<file path="src/rtl/matriz_leds_pkg.sv">
// matriz_leds_pkg
// Shared definitions for the LED matrix scanner:
//   - MODO_PRIORIDADE / MODO_TODOS : values of the Modo input
//   - prioridade_t                 : result of the priority encoder (valid + index)
//   - codifica_prioridade()        : channel vector -> highest-priority channel
// Priority order is column-major: lower column first, then lower row.
package matriz_leds_pkg;

    localparam logic MODO_PRIORIDADE = 1'b0;
    localparam logic MODO_TODOS      = 1'b1;

    // The encoder works on a fixed-width vector so it can live in the package;
    // callers zero-extend their channel vector (N_CH must not exceed MAX_CH).
    localparam int MAX_CH    = 256;
    localparam int MAX_IDX_W = 8;

    typedef struct packed {
        logic                 valido;
        logic [MAX_IDX_W-1:0] indice;
    } prioridade_t;

    // Channel k sits at row k / n_colunas, column k % n_colunas.
    // Scanning columns in the outer loop gives the column-major priority.
    function automatic prioridade_t codifica_prioridade(
        input logic [MAX_CH-1:0] ch,
        input int                n_linhas,
        input int                n_colunas
    );
        prioridade_t          res;
        logic [MAX_IDX_W-1:0] k;
        res = '0;
        for (int c = 0; c < n_colunas; c++) begin
            for (int r = 0; r < n_linhas; r++) begin
                k = MAX_IDX_W'(r * n_colunas + c);
                if (!res.valido && ch[k]) begin
                    res.valido = 1'b1;
                    res.indice = k;
                end
            end
        end
        return res;
    endfunction

endpackage

</file>
<file path="src/rtl/divisor_varredura.sv">
// divisor_varredura
// Column-slot prescaler: counts 0..DIV-1 while enabled and wraps to 0.
//   clk   : clock
//   rst   : asynchronous active-high reset (count -> 0)
//   en    : count enable; count holds when low
//   count : current prescaler value
//   wrap  : high in the cycle where count = DIV-1 and en = 1, i.e. the
//           next rising edge returns count to 0
module divisor_varredura #(
    parameter int DIV = 4,
    parameter int W   = $clog2(DIV)
) (
    input  logic         clk,
    input  logic         rst,
    input  logic         en,
    output logic [W-1:0] count,
    output logic         wrap
);

    assign wrap = en && (count == W'(DIV - 1));

    always_ff @(posedge clk or posedge rst) begin
        if (rst) begin
            count <= '0;
        end else if (en) begin
            count <= wrap ? '0 : count + 1'b1;
        end
    end

endmodule

</file>
<file path="src/rtl/varredura_matriz_leds.sv">
// varredura_matriz_leds
// Multiplexed LED matrix scanner. A frame is N_COLUNAS slots of
// DIV_VARREDURA cycles each; at every frame boundary the channel requests
// are captured (masked to the single highest-priority channel in priority
// mode) and shown column by column during the following frame.
//   Clock     : clock
//   Reset     : asynchronous active-high reset
//   CH        : channel requests, channel k = row k/N_COLUNAS, col k%N_COLUNAS
//   Habilita  : scan enable; all scan state freezes while low
//   Modo      : 0 = only highest-priority channel lit, 1 = all requested lit
//   Linha     : row drive for the current column (blank on the slot's first cycle)
//   Coluna    : one-hot column select
//   Indice    : highest-priority requested channel of the current frame
//   Valido    : the current frame had at least one request
//   FimQuadro : one-cycle pulse right after each frame boundary
module varredura_matriz_leds
    import matriz_leds_pkg::*;
#(
    parameter  int N_LINHAS      = 4,
    parameter  int N_COLUNAS     = 2,
    parameter  int DIV_VARREDURA = 4,
    localparam int N_CH          = N_LINHAS * N_COLUNAS,
    localparam int W_IDX         = (N_CH > 1) ? $clog2(N_CH) : 1
) (
    input  logic                 Clock,
    input  logic                 Reset,
    input  logic [N_CH-1:0]      CH,
    input  logic                 Habilita,
    input  logic                 Modo,
    output logic [N_LINHAS-1:0]  Linha,
    output logic [N_COLUNAS-1:0] Coluna,
    output logic [W_IDX-1:0]     Indice,
    output logic                 Valido,
    output logic                 FimQuadro
);

    localparam int W_COL = (N_COLUNAS > 1) ? $clog2(N_COLUNAS) : 1;
    localparam int W_PRE = $clog2(DIV_VARREDURA);

    logic [W_PRE-1:0] pre;
    logic             pre_wrap;
    logic [W_COL-1:0] col_reg;
    logic [N_CH-1:0]  quadro_reg;
    logic [W_IDX-1:0] indice_reg;
    logic             valido_reg;
    logic             fim_reg;
    logic             col_ultima;
    logic             fronteira;
    prioridade_t      prio;
    logic [N_CH-1:0]  quadro_next;

    divisor_varredura #(
        .DIV (DIV_VARREDURA)
    ) u_divisor (
        .clk   (Clock),
        .rst   (Reset),
        .en    (Habilita),
        .count (pre),
        .wrap  (pre_wrap)
    );

    assign col_ultima = (col_reg == W_COL'(N_COLUNAS - 1));
    // pre_wrap already includes Habilita, so a disabled scan never hits a boundary.
    assign fronteira  = pre_wrap && col_ultima;

    assign prio = codifica_prioridade(MAX_CH'(CH), N_LINHAS, N_COLUNAS);

    // Upper encoder bits are always zero for a matrix of this size.
    logic prio_unused;
    assign prio_unused = ^prio.indice[MAX_IDX_W-1:W_IDX];

    always_comb begin
        quadro_next = '0;
        if (Modo == MODO_TODOS) begin
            quadro_next = CH;
        end else if (prio.valido) begin
            quadro_next = N_CH'(1) << prio.indice[W_IDX-1:0];
        end
    end

    always_ff @(posedge Clock or posedge Reset) begin
        if (Reset) begin
            col_reg    <= '0;
            quadro_reg <= '0;
            indice_reg <= '0;
            valido_reg <= 1'b0;
            fim_reg    <= 1'b0;
        end else begin
            fim_reg <= fronteira;
            if (pre_wrap) begin
                col_reg <= col_ultima ? '0 : col_reg + 1'b1;
            end
            if (fronteira) begin
                quadro_reg <= quadro_next;
                indice_reg <= prio.indice[W_IDX-1:0];
                valido_reg <= prio.valido;
            end
        end
    end

    // Row drive: regroup the frame per row so each row bit is picked by column.
    generate
        for (genvar gi = 0; gi < N_LINHAS; gi++) begin : g_linha
            logic [N_COLUNAS-1:0] linha_bits;
            assign linha_bits = quadro_reg[gi*N_COLUNAS +: N_COLUNAS];
            // The first cycle of each slot is blanked so the previous column's
            // pattern never ghosts into the newly selected column.
            assign Linha[gi] = (Habilita && (pre != '0)) ? linha_bits[col_reg] : 1'b0;
        end
    endgenerate

    assign Coluna    = Habilita ? (N_COLUNAS'(1) << col_reg) : '0;
    assign Indice    = indice_reg;
    assign Valido    = valido_reg;
    assign FimQuadro = fim_reg;

endmodule
</file>
<file path="config.mk">
export PLATFORM = sky130hd
export DESIGN_NAME = varredura_matriz_leds
export DESIGN_NICKNAME = d
export VERILOG_FILES = /design/src/rtl/matriz_leds_pkg.sv /design/src/rtl/divisor_varredura.sv /design/src/rtl/varredura_matriz_leds.sv
export SDC_FILE = /design/constraint.sdc
export NUM_CORES = 1
export LEC_CHECK = 0
export CAP_MARGIN = 40
export CORE_ASPECT_RATIO = 1.4
export CORE_MARGIN = 2
export CORE_UTILIZATION = 32
export DETAILED_ROUTE_END_ITERATION = 8
export GPL_TIMING_DRIVEN = 0
export HOLD_SLACK_MARGIN = 0.03
export SLEW_MARGIN = 30
export SYNTH_ARGS = -nofsm -noshare
export SYNTH_HDL_FRONTEND = slang
export SYNTH_SLANG_ARGS = --single-unit
</file>
<file path="constraint.sdc">
create_clock -name Clock -period 2.5 [get_ports Clock]
set_input_delay 0.75 -clock Clock [delete_from_list [all_inputs] [get_ports Clock]]
set_output_delay 0.75 -clock Clock [all_outputs]
set_load 0.01 [all_outputs]
</file>
==> run metrics, run 1 <==
Starting Density=0.331; sequential area share after synthesis=0.429; status=completed; commonest non-fill, non-tap cells in the layout=18 x clkdlybuf4s50_1, 16 x dfrtp_1, 12 x nand2_1, 12 x nor2_1, 8 x o21ai_0; TritonCTS clock tree=built; Routed wire per std cell=12.3 µm; Post-Syn Area=933 µm²; dpl cell area=0.00120 mm²; worst r2r path cells=6; Worst Setup Path Type=input port to output pin; share of the clock period used by the worst path=0.961; maximum VDD drop=0.356 mV; LEAKAGE=0.592 nW; Seq cells post-synth=16; Placer Congestion=0.816; clk buf depth=2; Cells after Synth=104; HP Class=flip-flop to flip-flop; Combinational Power Share=0.426; Total Power=1.14 mW; area grow syn2layout=35.9%; # clock sinks=16; # diodes=0; Fillers=316; H-tree Lvls=1; max reg flops=8; first-pass GRT wire length=3710 µm; Die Y=67.9 µm; CP Launch Type=input port; Synth async-reset ratio=1.00; Rows=23; ANT nets after route=0; clock share of power=0.200; Post-synth EDFFs=0; Switching Power=0.368 mW; Design Area, Final=0.00127 mm²; Layout Utilization=0.450; r2r endpoint=quadro_reg[7]; PortBufs=22; sequential share of power=0.374; yosys warns=0; 1st-pass router iterations=2; Worst-Margin Slew=624 ps; initial antenna violation count=0; Req. time, crit path=1750 ps; DR iter-0 viols=18; Root Buffer=clkbuf_8; synth unique cells=37; total grt overflow=0; drt total wl=2070 µm; Worst-Skew Late Latency=250 ps; max-capacitance violation count=0; Max-slew headroom=0.584; final slew viol count=0; Final nets=146; DR vias/cell=4.80; layout cells sized above 1=0.122; max frequency=0.416 GHz; most common cell after layout, fill and taps aside=clkdlybuf4s50_1; Arr. time, crit path=1650 ps; DPL Wire Length=1640 µm; Die Width=49.6 µm; Reg clk slew, reported paths=60 ps; cts bufs inserted=3; endpoints failing setup=0; cts-stage hold buffer count=0; Core Region=0.00282 mm²; area of the multi-input gates=478 µm²; r2r setup slk=890 ps; Most used DFF post-synth=dfrtp_1; CP startpoint=Habilita; drt drc=0; FF-to-FF Start=u_divisor.count[0]; largest net degree at the start of global routing=17; fin crit period=2400 ps; P_int=0.768 mW; Crit Path Max Fanout=9; Post-Syn Nets=118; Mean Syn Cell Area=8.97 µm²; Total GRT Usage=0.144; Final Hold Viols=0; DIE AREA=0.00337 mm²; IO Count=23; Cell Pwr Density=896 mW/mm²; vias after detailed routing=807; crit path capture=Linha[3]; CP Capture Type=output pin; worst clock skew=3.38 ps; switching share of power=0.324; Reg area=400 µm²; RSZ-0062 raised after global routing=false; number of global-route vias before repair=858
cell type report:
type / count / share of cell area
multi-input cells: 76 / 0.377
well taps: 37 / 0.0365
repair buffers: 23 / 0.179
flip-flops and latches: 16 / 0.316
plain buffers: 4 / 0.0256
clock buffers: 4 / 0.0434
inverters: 8 / 0.0237
critical path: stages:
cell,delay [ps]
buf_2,190
nand2b_4,80
nor2_1,100
clkdlybuf4s50_1,530
cell usage after synthesis (2+ instances only):
cell | instances | area [µm²]
dfrtp_1 | 16 | 400
nor2_1 | 12 | 45.0
a21oi_1 | 6 | 30.0
a21o_1 | 2 | 15.0
nand2b_1 | 3 | 18.8
o21ai_0 | 8 | 40.0
mux2i_1 | 4 | 40.0
o21ai_1 | 4 | 20.0
nand3_1 | 2 | 10.0
nand2_1 | 12 | 45.0
nor2b_1 | 2 | 12.5
inv_1 | 7 | 26.3
ha_1 | 2 | 25.0
layer usage:
layer  GRT usage  wire, µm
met1       0.158       886
met2       0.260      1050
met3      0.0109        64
met4       0.104        67
met5           0         0
cell families after synthesis:
logic type,share of synthesized area
AO/OA/AOI/OAI,0.196
XOR/XNOR,0.00939
flip-flops,0.429
multiplexers,0.0429
adder cells (fa/ha/maj),0.0268
buffers and inverters,0.0670
AND/OR/NAND/NOR,0.229
power groups by stage:
| stage | Sequential (mW) | Clock (mW) | Combinational, mW |
|---|---|---|---|
| after floorplan | 0.431 | 0 | 0.271 |
| after global placement | 0.428 | 0 | 0.463 |
| after detailed placement | 0.433 | 0 | 0.479 |
| after CTS | 0.427 | 0.233 | 0.486 |
| after global routing | 0.438 | 0.245 | 0.545 |
| final | 0.425 | 0.228 | 0.484 |
per-stage QoR:
step	setup TNS (ps)	hold WS (ps)	worst slack (ps)	std cells
floorplan	0	454	731	104
global placement	-2430	461	-450	163
detailed placement	-2570	464	-494	163
CTS	0	480	68.2	167
global route	0	503	27.0	168
finish	0	477	98.2	168
repair_timing:
item                       4_1_cts  5_1_grt
resized for setup                7        2
setup buffers                    0        1
setup endpoints to repair        6        3
how the worst min path moves through the flow:
| stage | slack, ps | cells after the start | startpoint | end |
|---|---|---|---|---|
| 2_1_floorplan | 450 | 2 | quadro_reg[2] | quadro_reg[2] |
| 3_3_place_gp | 460 | 2 | Indice[0] | Indice[0] |
| 3_5_place_dp | 460 | 2 | Indice[0] | Indice[0] |
| 4_1_cts | 480 | 2 | Indice[0] | Indice[0] |
| 5_1_grt | 500 | 2 | quadro_reg[1] | quadro_reg[1] |
| 6_report | 480 | 2 | Indice[0] | Indice[0] |
(Power assumes the default switching activity.)
==> inputs of run 2 (changes only) <==
Settings changed: CTS_BUF_LIST set to sky130_fd_sc_hd__clkbuf_4.
==> run 2 against run 1 <==
  * Critical path depth is 1 lower
  * Global-route usage is 0.094 points lower
  * Sequential share of layout area is 0.67 points higher
  * Critical path type unchanged
  * Non-clock buffer count stayed put
  * Clock skew is 1.8 ps higher
  * Register-to-register slack hardly changed
  * Via count is 0.12% higher
==> run metrics, run 2 (synthesized netlist as in run 1, its figures left out) <==
Worst-Margin Slew=624 ps (+0.743 ps); initial antenna violation count=0 (unchanged); share of the clock period used by the worst path=0.953 (-0.00820); # diodes=0 (unchanged); Cell Count, Final, Fillers Out=168 (unchanged); Total GRT Usage=0.143 (-0.000935); Arr. time, crit path=1630 ps (-20 ps); max frequency=0.420 GHz (+0.86%); CP Launch Type=input port; status=completed; Req. time, crit path=1750 ps (about the same); Final Hold Viols=0 (unchanged); DPL Wire Length=1640 µm (unchanged); Rows=23 (unchanged); PortBufs=22 (unchanged); clk buf depth=2 (unchanged); RSZ-0062 raised after global routing=false; Worst-Skew Late Latency=290 ps (+40 ps); drt drc=0 (unchanged); Final nets=146 (unchanged); FF-to-FF Start=u_divisor.count[0]; Hold Path Depth=2 (unchanged); fin crit period=2380 ps (-20.5 ps); most common cell after layout, fill and taps aside=clkdlybuf4s50_1; CP cell instances=buf_2 -> nor2b_1 -> clkdlybuf4s50_1; CP max stage delay=540 ps (about the same); first-pass GRT wire length=3720 µm (+0.38%); Post-Place Cells=163 (unchanged); DR vias/cell=4.81 (+0.12%); Hold Path Sink=Indice[0]; Starting Density=0.331 (unchanged); largest net degree at the start of global routing=17 (unchanged); dpl cell area=0.00120 mm² (unchanged); worst r2r path cells=6 (unchanged); Max-slew headroom=0.583 (about the same); worst clock skew=5.18 ps (+1.80 ps); r2r setup slk=880 ps (about the same); min-delay src=Indice[0]; Placer Congestion=0.816 (unchanged); commonest non-fill, non-tap cells in the layout=17 x clkdlybuf4s50_1, 16 x dfrtp_1, 12 x nand2_1, 12 x nor2_1, 8 x o21ai_0; Core Region=0.00282 mm² (unchanged); 1st-pass router iterations=2 (unchanged); r2r endpoint=quadro_reg[7]; layout cells sized above 1=0.115 (-0.00763); Total Negative Setup Slacks=0 ps (unchanged); TritonCTS clock tree=built; CP Capture Type=output pin; DR iter-0 viols=23 (+5); Die Y=67.9 µm (unchanged); ANT nets after route=0 (unchanged); Worst Setup Path Type=input port to output pin; Cell Pwr Density=844 mW/mm² (-5.8%); Total Power=1.05 mW (-7.8%); Design Area, Final=0.00124 mm² (-2.1%); IO Count=23 (unchanged); cts-stage hold buffer count=0 (unchanged); Root Buffer=clkbuf_4; endpoints failing setup=0 (unchanged); max-capacitance violation count=0 (unchanged); cts bufs inserted=3 (unchanged); Routed wire per std cell=12.4 µm (+0.29%); Crit Path Max Fanout=9 (unchanged); CP max-delay cell=clkdlybuf4s50_1; maximum VDD drop=0.303 mV (-15%); total grt overflow=0 (unchanged); vias after detailed routing=808 (+0.12%); drt total wl=2080 µm (+0.29%); max reg flops=8 (unchanged); Reg clk slew, reported paths=90 ps (+30 ps); DIE AREA=0.00337 mm² (unchanged); H-tree Lvls=1 (unchanged); HP Class=flip-flop to flip-flop; # clock sinks=16 (unchanged); Die Width=49.6 µm (unchanged); final slew viol count=0 (unchanged); area grow syn2layout=33.1%; number of global-route vias before repair=870 (+1.4%); LEAKAGE=0.596 nW (+0.73%)
## run 2: cell types whose count changed in the layout (fill, tap and decap cells not counted)
cell,before,now
clkdlybuf4s50_1,18,17
clkbuf_8,4,0
clkinv_1,0,1
dlymetal6s2s_1,2,3
clkbuf_4,0,3
## run 2: critical path: cells and delay by family
family	cells	cell delay, ps
buf+inv	2	730
simple gates	1	150
## run 2: layer usage
metal | global-route usage | vias up | part of all wire | routed length (µm)
met5 | 0 | - | 0 | 0
met4 | 0.0938 | 0 | 0.020 | 41
met3 | 0.0109 | 4 | 0.034 | 70
met2 | 0.262 | 20 | 0.53 | 1100
met1 | 0.158 | 367 | 0.42 | 866
li1 | - | 417 | - | -
## run 2: power by group
part / leakage [nW] / switching (mW) / internal (mW)
logic: 0.381 / 0.226 / 0.258
clock network: 0.0154 / 0.0828 / 0.0581
registers: 0.200 / 0.0554 / 0.368
total: 0.596 / 0.364 / 0.684
## run 2: per-stage QoR
stage	utilization	worst slack [ps]	hold WS, ps
floorplan	-	731	454
global placement	0.425	-450	461
detailed placement	0.425	-494	464
CTS	0.435	13.2	488
global route	0.441	80.5	510
finish	0.441	119	483
## run 2: layout make-up
type / count / area (µm²)
inverters: 8 / 30.0
flip-flops and latches: 16 / 400
multi-input cells: 76 / 478
well taps: 37 / 46.3
clock inverters: 1 / 3.75
plain buffers: 4 / 32.5
fillers: 317 / 1580
repair buffers: 23 / 229
clock buffers: 3 / 22.5
## run 2: worst max-delay path by stage
stage                           end               start  cells past startpoint  slack, ps
final                     Coluna[0]            Habilita                      3        120
after detailed placement   Linha[1]            Habilita                      4       -490
after floorplan            Linha[0]            Habilita                      2        730
after global routing      Coluna[0]            Habilita                      3         80
after CTS                  Linha[2]  u_divisor.count[0]                      5         10
after global placement     Linha[2]            Habilita                      4       -450
## run 2: repair_timing
item / in CTS / in global routing
buffers inserted: 0 / 1
endpoints found under the setup margin: 6 / 3
gates resized for setup: 7 / 3
cloned: 0 / 0
==> inputs of run 3 (changes only) <==
Settings changed: CORE_UTILIZATION 32 to 50, CTS_CLUSTER_SIZE set to 10, PLACE_DENSITY set to 0.81.
==> run 3 against run 2 <==
  * Combinational power down 2%
  * Clock power shrank 4%
  * Worst hold slack better by 6.5 ps
  * Flip-flop and latch count is the same
  * Non-clock buffer count unchanged
  * Core utilization is 26 points higher
  * Sequential share of layout area is 0.53 points higher
  * Routed wire length fell by 5.7%
==> run metrics, run 3 (synthesized netlist as in run 1, its figures left out) <==
status=completed; final slew viol count=0 (unchanged); max-capacitance violation count=0 (unchanged); Cell Pwr Density=848 mW/mm² (+0.53%); sequential share of power=0.410 (+0.006); vias after detailed routing=837 (+3.6%); CP max-delay cell=clkdlybuf4s50_1; Crit Path Max Fanout=4 (-5); CP Launch Type=flip-flop; dpl cell area=0.00118 mm² (-1.8%); drt total wl=1960 µm (-5.7%); Combinational Power Share=0.459 (-0.003); largest net degree at the start of global routing=17 (unchanged); fin crit period=2450 ps (+70.9 ps); CP max stage delay=530 ps (about the same); Design Area, Final=0.00122 mm² (-1.6%); pre-CTS setup slack=-476 ps (+18.4 ps); PortBufs=22 (unchanged); ANT nets after route=0 (unchanged); Total Negative Setup Slacks=0 ps (unchanged); clock share of power=0.131 (-0.003); Rows=18 (-22%); worst path bufs/invs=2 (unchanged); HP Class=flip-flop to flip-flop; Root Buffer=clkbuf_4; Starting Density=0.531 (+0.200); Die Width=40.5 µm (-18%); CP cell instances=inv_1 -> ha_1 -> nand2b_4 -> nor2_1 -> clkdlybuf4s50_1; worst clock skew=5.75 ps (+0.569 ps); max frequency=0.408 GHz (-2.9%); number of global-route vias before repair=777 (-11%); Core Region=0.00176 mm² (-38%); Max-slew headroom=0.602 (+0.0185); first-pass GRT wire length=3310 µm (-11%); Worst Setup Path Type=flip-flop to output pin; commonest non-fill, non-tap cells in the layout=18 x clkdlybuf4s50_1, 16 x dfrtp_1, 12 x nand2_1, 12 x nor2_1, 8 x o21ai_0; DPL Wire Length=1570 µm (-4.0%); # clock sinks=16 (unchanged); max reg flops=8 (unchanged); CP Capture Type=output pin; switching share of power=0.338 (-0.00859); DR iter-0 viols=10 (-57%); Final Hold Viols=0 (unchanged); # diodes=0 (unchanged); RSZ-0062 raised after global routing=false; worst setup margin=47.8 ps (-70.9 ps); Arr. time, crit path=1700 ps (+70 ps); area grow syn2layout=31.0%; DIE AREA=0.00223 mm² (-34%); layout cells sized above 1=0.115 (unchanged); Final nets=146 (unchanged); endpoints failing setup=0 (unchanged); Worst-Margin Slew=597 ps (-27.7 ps); Switching Power=0.351 mW (-3.5%); Req. time, crit path=1750 ps (about the same); Total GRT Usage=0.219 (+0.0763); maximum VDD drop=0.502 mV (+66%); Worst-Skew Late Latency=280 ps (about the same); most common cell after layout, fill and taps aside=clkdlybuf4s50_1; delay-heaviest family, CP=buffers and inverters; Routed wire per std cell=13.0 µm (+4.9%); TritonCTS clock tree=built; Total Power=1.04 mW (-1.1%); IO Count=23 (unchanged); total grt overflow=0 (unchanged); Reg clk slew, reported paths=90 ps (about the same); Die Y=55.1 µm (-19%); clk buf depth=2 (unchanged); H-tree Lvls=1 (unchanged); initial antenna violation count=0 (unchanged); cts-stage hold buffer count=0 (unchanged); 1st-pass router iterations=4 (+2); share of the clock period used by the worst path=0.981 (+0.0284); DR vias/cell=5.54 (+15%); cts bufs inserted=3 (unchanged); LEAKAGE=0.592 nW (-0.67%); drt drc=0 (unchanged); Placer Congestion=0.795 (-2.6%); P_int=0.686 mW (+0.21%)
[run 3: power groups by stage]
stage | logic, mW | clock network (mW) | registers (mW)
after CTS | 0.477 | 0.139 | 0.427
after floorplan | 0.271 | 0 | 0.431
after global placement | 0.456 | 0 | 0.427
final | 0.476 | 0.136 | 0.425
after global routing | 0.531 | 0.149 | 0.439
after detailed placement | 0.468 | 0 | 0.433
[run 3: final timing paths]
path	start	endpoint	slack, ps	cells past startpoint
min in group asynchronous	Reset	quadro_reg[5]	820	2
worst min register to register	Indice[0]	Indice[0]	490	2
worst min-delay path	Indice[0]	Indice[0]	490	2
worst max-delay path	u_divisor.count[0]	Linha[0]	50	5
max in group asynchronous	Reset	quadro_reg[4]	1290	2
worst max register to register	u_divisor.count[0]	Valido	970	6
[run 3: per-layer routing]
metal | vias to the layer above | part of all wire | track usage
li1 | 413 | - | -
met1 | 378 | 0.40 | 0.257
met2 | 35 | 0.52 | 0.368
met3 | 11 | 0.038 | 0.0120
met4 | 0 | 0.046 | 0.150
met5 | - | 0 | 0
[run 3: final cells by class]
class | count | area (µm²)
buffer | 4 | 32.5
clock buffer | 3 | 22.5
clock inverter | 1 | 3.75
fill | 153 | 534
inverter | 8 | 30.0
multi-input combinational | 76 | 478
sequential | 16 | 400
tap | 20 | 25.0
timing repair buffer | 23 | 230
[run 3: tightest hold or removal path: stages (launching register included)]
cell and delay (ps):
dfrtp_1 360, nand2_1 50, nand2_1 60
[run 3: repair_timing]
item / in CTS / in global routing
cloned: 0 / 0
resized for setup: 6 / 3
setup endpoints to repair: 6 / 4
buffers inserted: 0 / 1
[run 3: metrics by stage]
| stage | instances | hold slack [ps] | util |
|---|---|---|---|
| 3_3_place_gp | 146 | 458 | 0.671 |
| 4_1_cts | 150 | 491 | 0.687 |
| 3_5_place_dp | 146 | 468 | 0.671 |
| 5_1_grt | 151 | 522 | 0.696 |
| 2_1_floorplan | 104 | 454 | - |
| 6_report | 151 | 490 | 0.696 |
==> RTL change (flow settings as in run 1) <==
Reset style: synchronous (`Reset` and `rst`), changed in 2 clocked blocks. Comments in the files are not updated.
--- a/src/rtl/divisor_varredura.sv
+++ b/src/rtl/divisor_varredura.sv
@@ -20,5 +20,5 @@
     assign wrap = en && (count == W'(DIV - 1));
 
-    always_ff @(posedge clk or posedge rst) begin
+    always_ff @(posedge clk) begin
         if (rst) begin
             count <= '0;
--- a/src/rtl/varredura_matriz_leds.sv
+++ b/src/rtl/varredura_matriz_leds.sv
@@ -79,5 +79,5 @@
     end
 
-    always_ff @(posedge Clock or posedge Reset) begin
+    always_ff @(posedge Clock) begin
         if (Reset) begin
             col_reg    <= '0;
Behaviour: differs if Reset is asserted again (counterexample within 10 cycles, from zero or initial values and one cycle with Reset high); with Reset held inactive, the same outputs for 10 cycles.
==> RTL change against run 1 <==
Non-clock buffer count fell by 1; cell area fell by 12%; final cell count fell by 3.6%; synthesized cell count fell by 0.96%; routed wire length fell by 7.4%; worst setup slack improved by 0.023 ns; hold slack got worse by 0.024 ns; sequential cell count did not move; first-iteration DRC count rose by 56%; area after synthesis fell by 11%; sequential share of layout area fell by 2.9 points; critical path depth did not move; highest routed layer unchanged.
Power is not compared: it rests on default switching activity, and its combinational part moved more than twofold at a synthesized area within 25%.
==> RTL change: results (changes against run 1) <==
slew_headroom: 0.662  # +0.0786
hp-start: "quadro_reg[6]$_SDFFE_PP0P_"
grt_max_degree: 11  # -6
insertion_delay_ns: 0.29  # +0.04 ns
instances_no_fill: 162  # -3.6%
synth_enable_flop_cells: 0  # unchanged
syn_avg_cell_area_sq_um: 8.07  # -10%
synth_area_leaders: "dfxtp_1, nor2_1, a21oi_1, mux2i_1, nand2_1"
r2r_setup_slack_ns: 1.03  # +0.14 ns
ff2ff_path_depth: 5  # -1
synth_xor_area_frac: 0.0105  # +0.00116
grt_pass1_wl_microns: 3130  # -16%
finalNetCount: 143  # -2.1%
synth_compound_area_frac: 0.224  # +0.0287
wl_per_cell_microns: 11.8  # -4.0%
synthMuxAreaShare: 0.0482  # +0.00530
hpwl_microns: 1510  # -7.8%
synthAdderAreaFrac: 0.0301  # +0.00331
drtIter0Drc: 28  # +10
clk_pin_slew_worst_paths_ns: 0.09  # +0.03 ns
use_met2: 0.231  # -0.0288
vias: 838  # +3.8%
status: "finished, final reports clean"
cp_max_fo: 7  # -2
largest_reg_flops: 8  # unchanged
whs_path_depth: 2  # unchanged
r2r_end: "quadro_reg[4]$_SDFFE_PP0P_"
hold_end: "quadro_reg[6]$_SDFFE_PP0P_"
async_flop_share: 0  # -1.00
p_leak_nw: 0.428
grtUsageTotal: 0.140  # -0.00367
cp_data_arrival_time_ns: 1.63  # -0.02 ns
synth_common_cells: "dfxtp_1, nor2_1, a21oi_1"
grt_use_met1: 0.167  # +0.00877
timing.rr.start: "u_divisor.count[0]$_SDFFE_PP0P_"
grt_pass1_vias: 715  # -17%
seq_area_frac_synth: 0.386  # -0.0434
synth-main-ff-cell: "dfxtp_1"
whs_ns: 0.453  # -0.0235 ns
root_buffer: "clkbuf_4"
cts_made_buffers: 3  # unchanged
io_buffer_count: 21  # -4.5%
final_layout_size_suffix_gt1_frac: 0.109  # -0.0128
syn_nets: 117  # -0.85%
synth_warnings: 0  # unchanged
fillers: 265  # -16%
clock_skew_ns: 0.00475  # +0.00137 ns
synth_cell_types: 34  # -8.1%
gp_congestion: 0.767  # -6.0%
globalRouteMet3Util: 0.0169  # +0.00603
drt_first_pass_iters: 4  # +2
==> RTL change: cell count changes after synthesis, sizes merged, moves of 5 or more <==
| cell | run 1 | this run |
|---|---|---|
| dfrtp | 16 | 0 |
| dfxtp | 0 | 16 |
| o21ai | 12 | 2 |
| a21oi | 6 | 11 |
==> RTL change: where the power goes <==
part           internal (W)   total, W  switching, W
sequential         0.000258   0.000260    0.00000223
combinational     0.0000289  0.0000621     0.0000332
clock             0.0000887   0.000171     0.0000821
==> RTL change: worst max path at each step <==
stage              from                    endpoint  slack (ns)
2_1_floorplan     CH[6]  quadro_reg[7]$_SDFFE_PP0P_        0.59
3_3_place_gp   Habilita                    Linha[2]       -0.46
3_5_place_dp   Habilita                    Linha[2]       -0.44
4_1_cts        Habilita                    Linha[0]       0.004
5_1_grt        Habilita                   Coluna[0]        0.08
6_report       Habilita                   Coluna[0]        0.12
==> RTL change: final cells by class <==
class,instances,area [sq um],area share
buffer,5,23.8,0.0212
timing repair buffer,21,204,0.182
sequential,16,322,0.287
tap,34,42.5,0.0379
clock buffer,4,36.3,0.0323
inverter,5,18.8,0.0167
multi-input combinational,77,475,0.424
==> RTL change: cell families (layout without fill, tap and decap cells) <==
kind of cell,after synthesis,after routing
flip-flops,16,16
buffers and inverters,10,35
AND/OR/NAND/NOR,43,43
multiplexers,4,4
XOR/XNOR,1,1
AO/OA/AOI/OAI,27,27
adder cells (fa/ha/maj),2,2
==> RTL change: what timing repair did <==
action / CTS / global route
hold buffers: 0 / 0
buffers inserted: 0 / 0
endpoints found under the setup margin: 6 / 2
resized for setup: 8 / 3
==> RTL change: through the flow <==
stage | area, sq um | setup TNS (ns) | setup WS, ns
2_1_floorplan | 831 | 0 | 0.585
3_3_place_gp | 1080 | -2.45 | -0.459
3_5_place_dp | 1080 | -2.39 | -0.438
4_1_cts | 1130 | 0 | 0.00377
5_1_grt | 1120 | 0 | 0.0800
6_report | 1120 | 0 | 0.121
==> RTL change: tightest hold or removal path: stages (launching register included) <==
cell     delay, ns
dfxtp_1       0.32
nand2_1       0.05
a21oi_1       0.05
==> RTL change: per-layer routing <==
metal / wire [microns] / up-vias
li1: - / 419
met1: 790 / 384
met2: 1000 / 28
met3: 75 / 7
met4: 48 / 0
met5: 0 / -
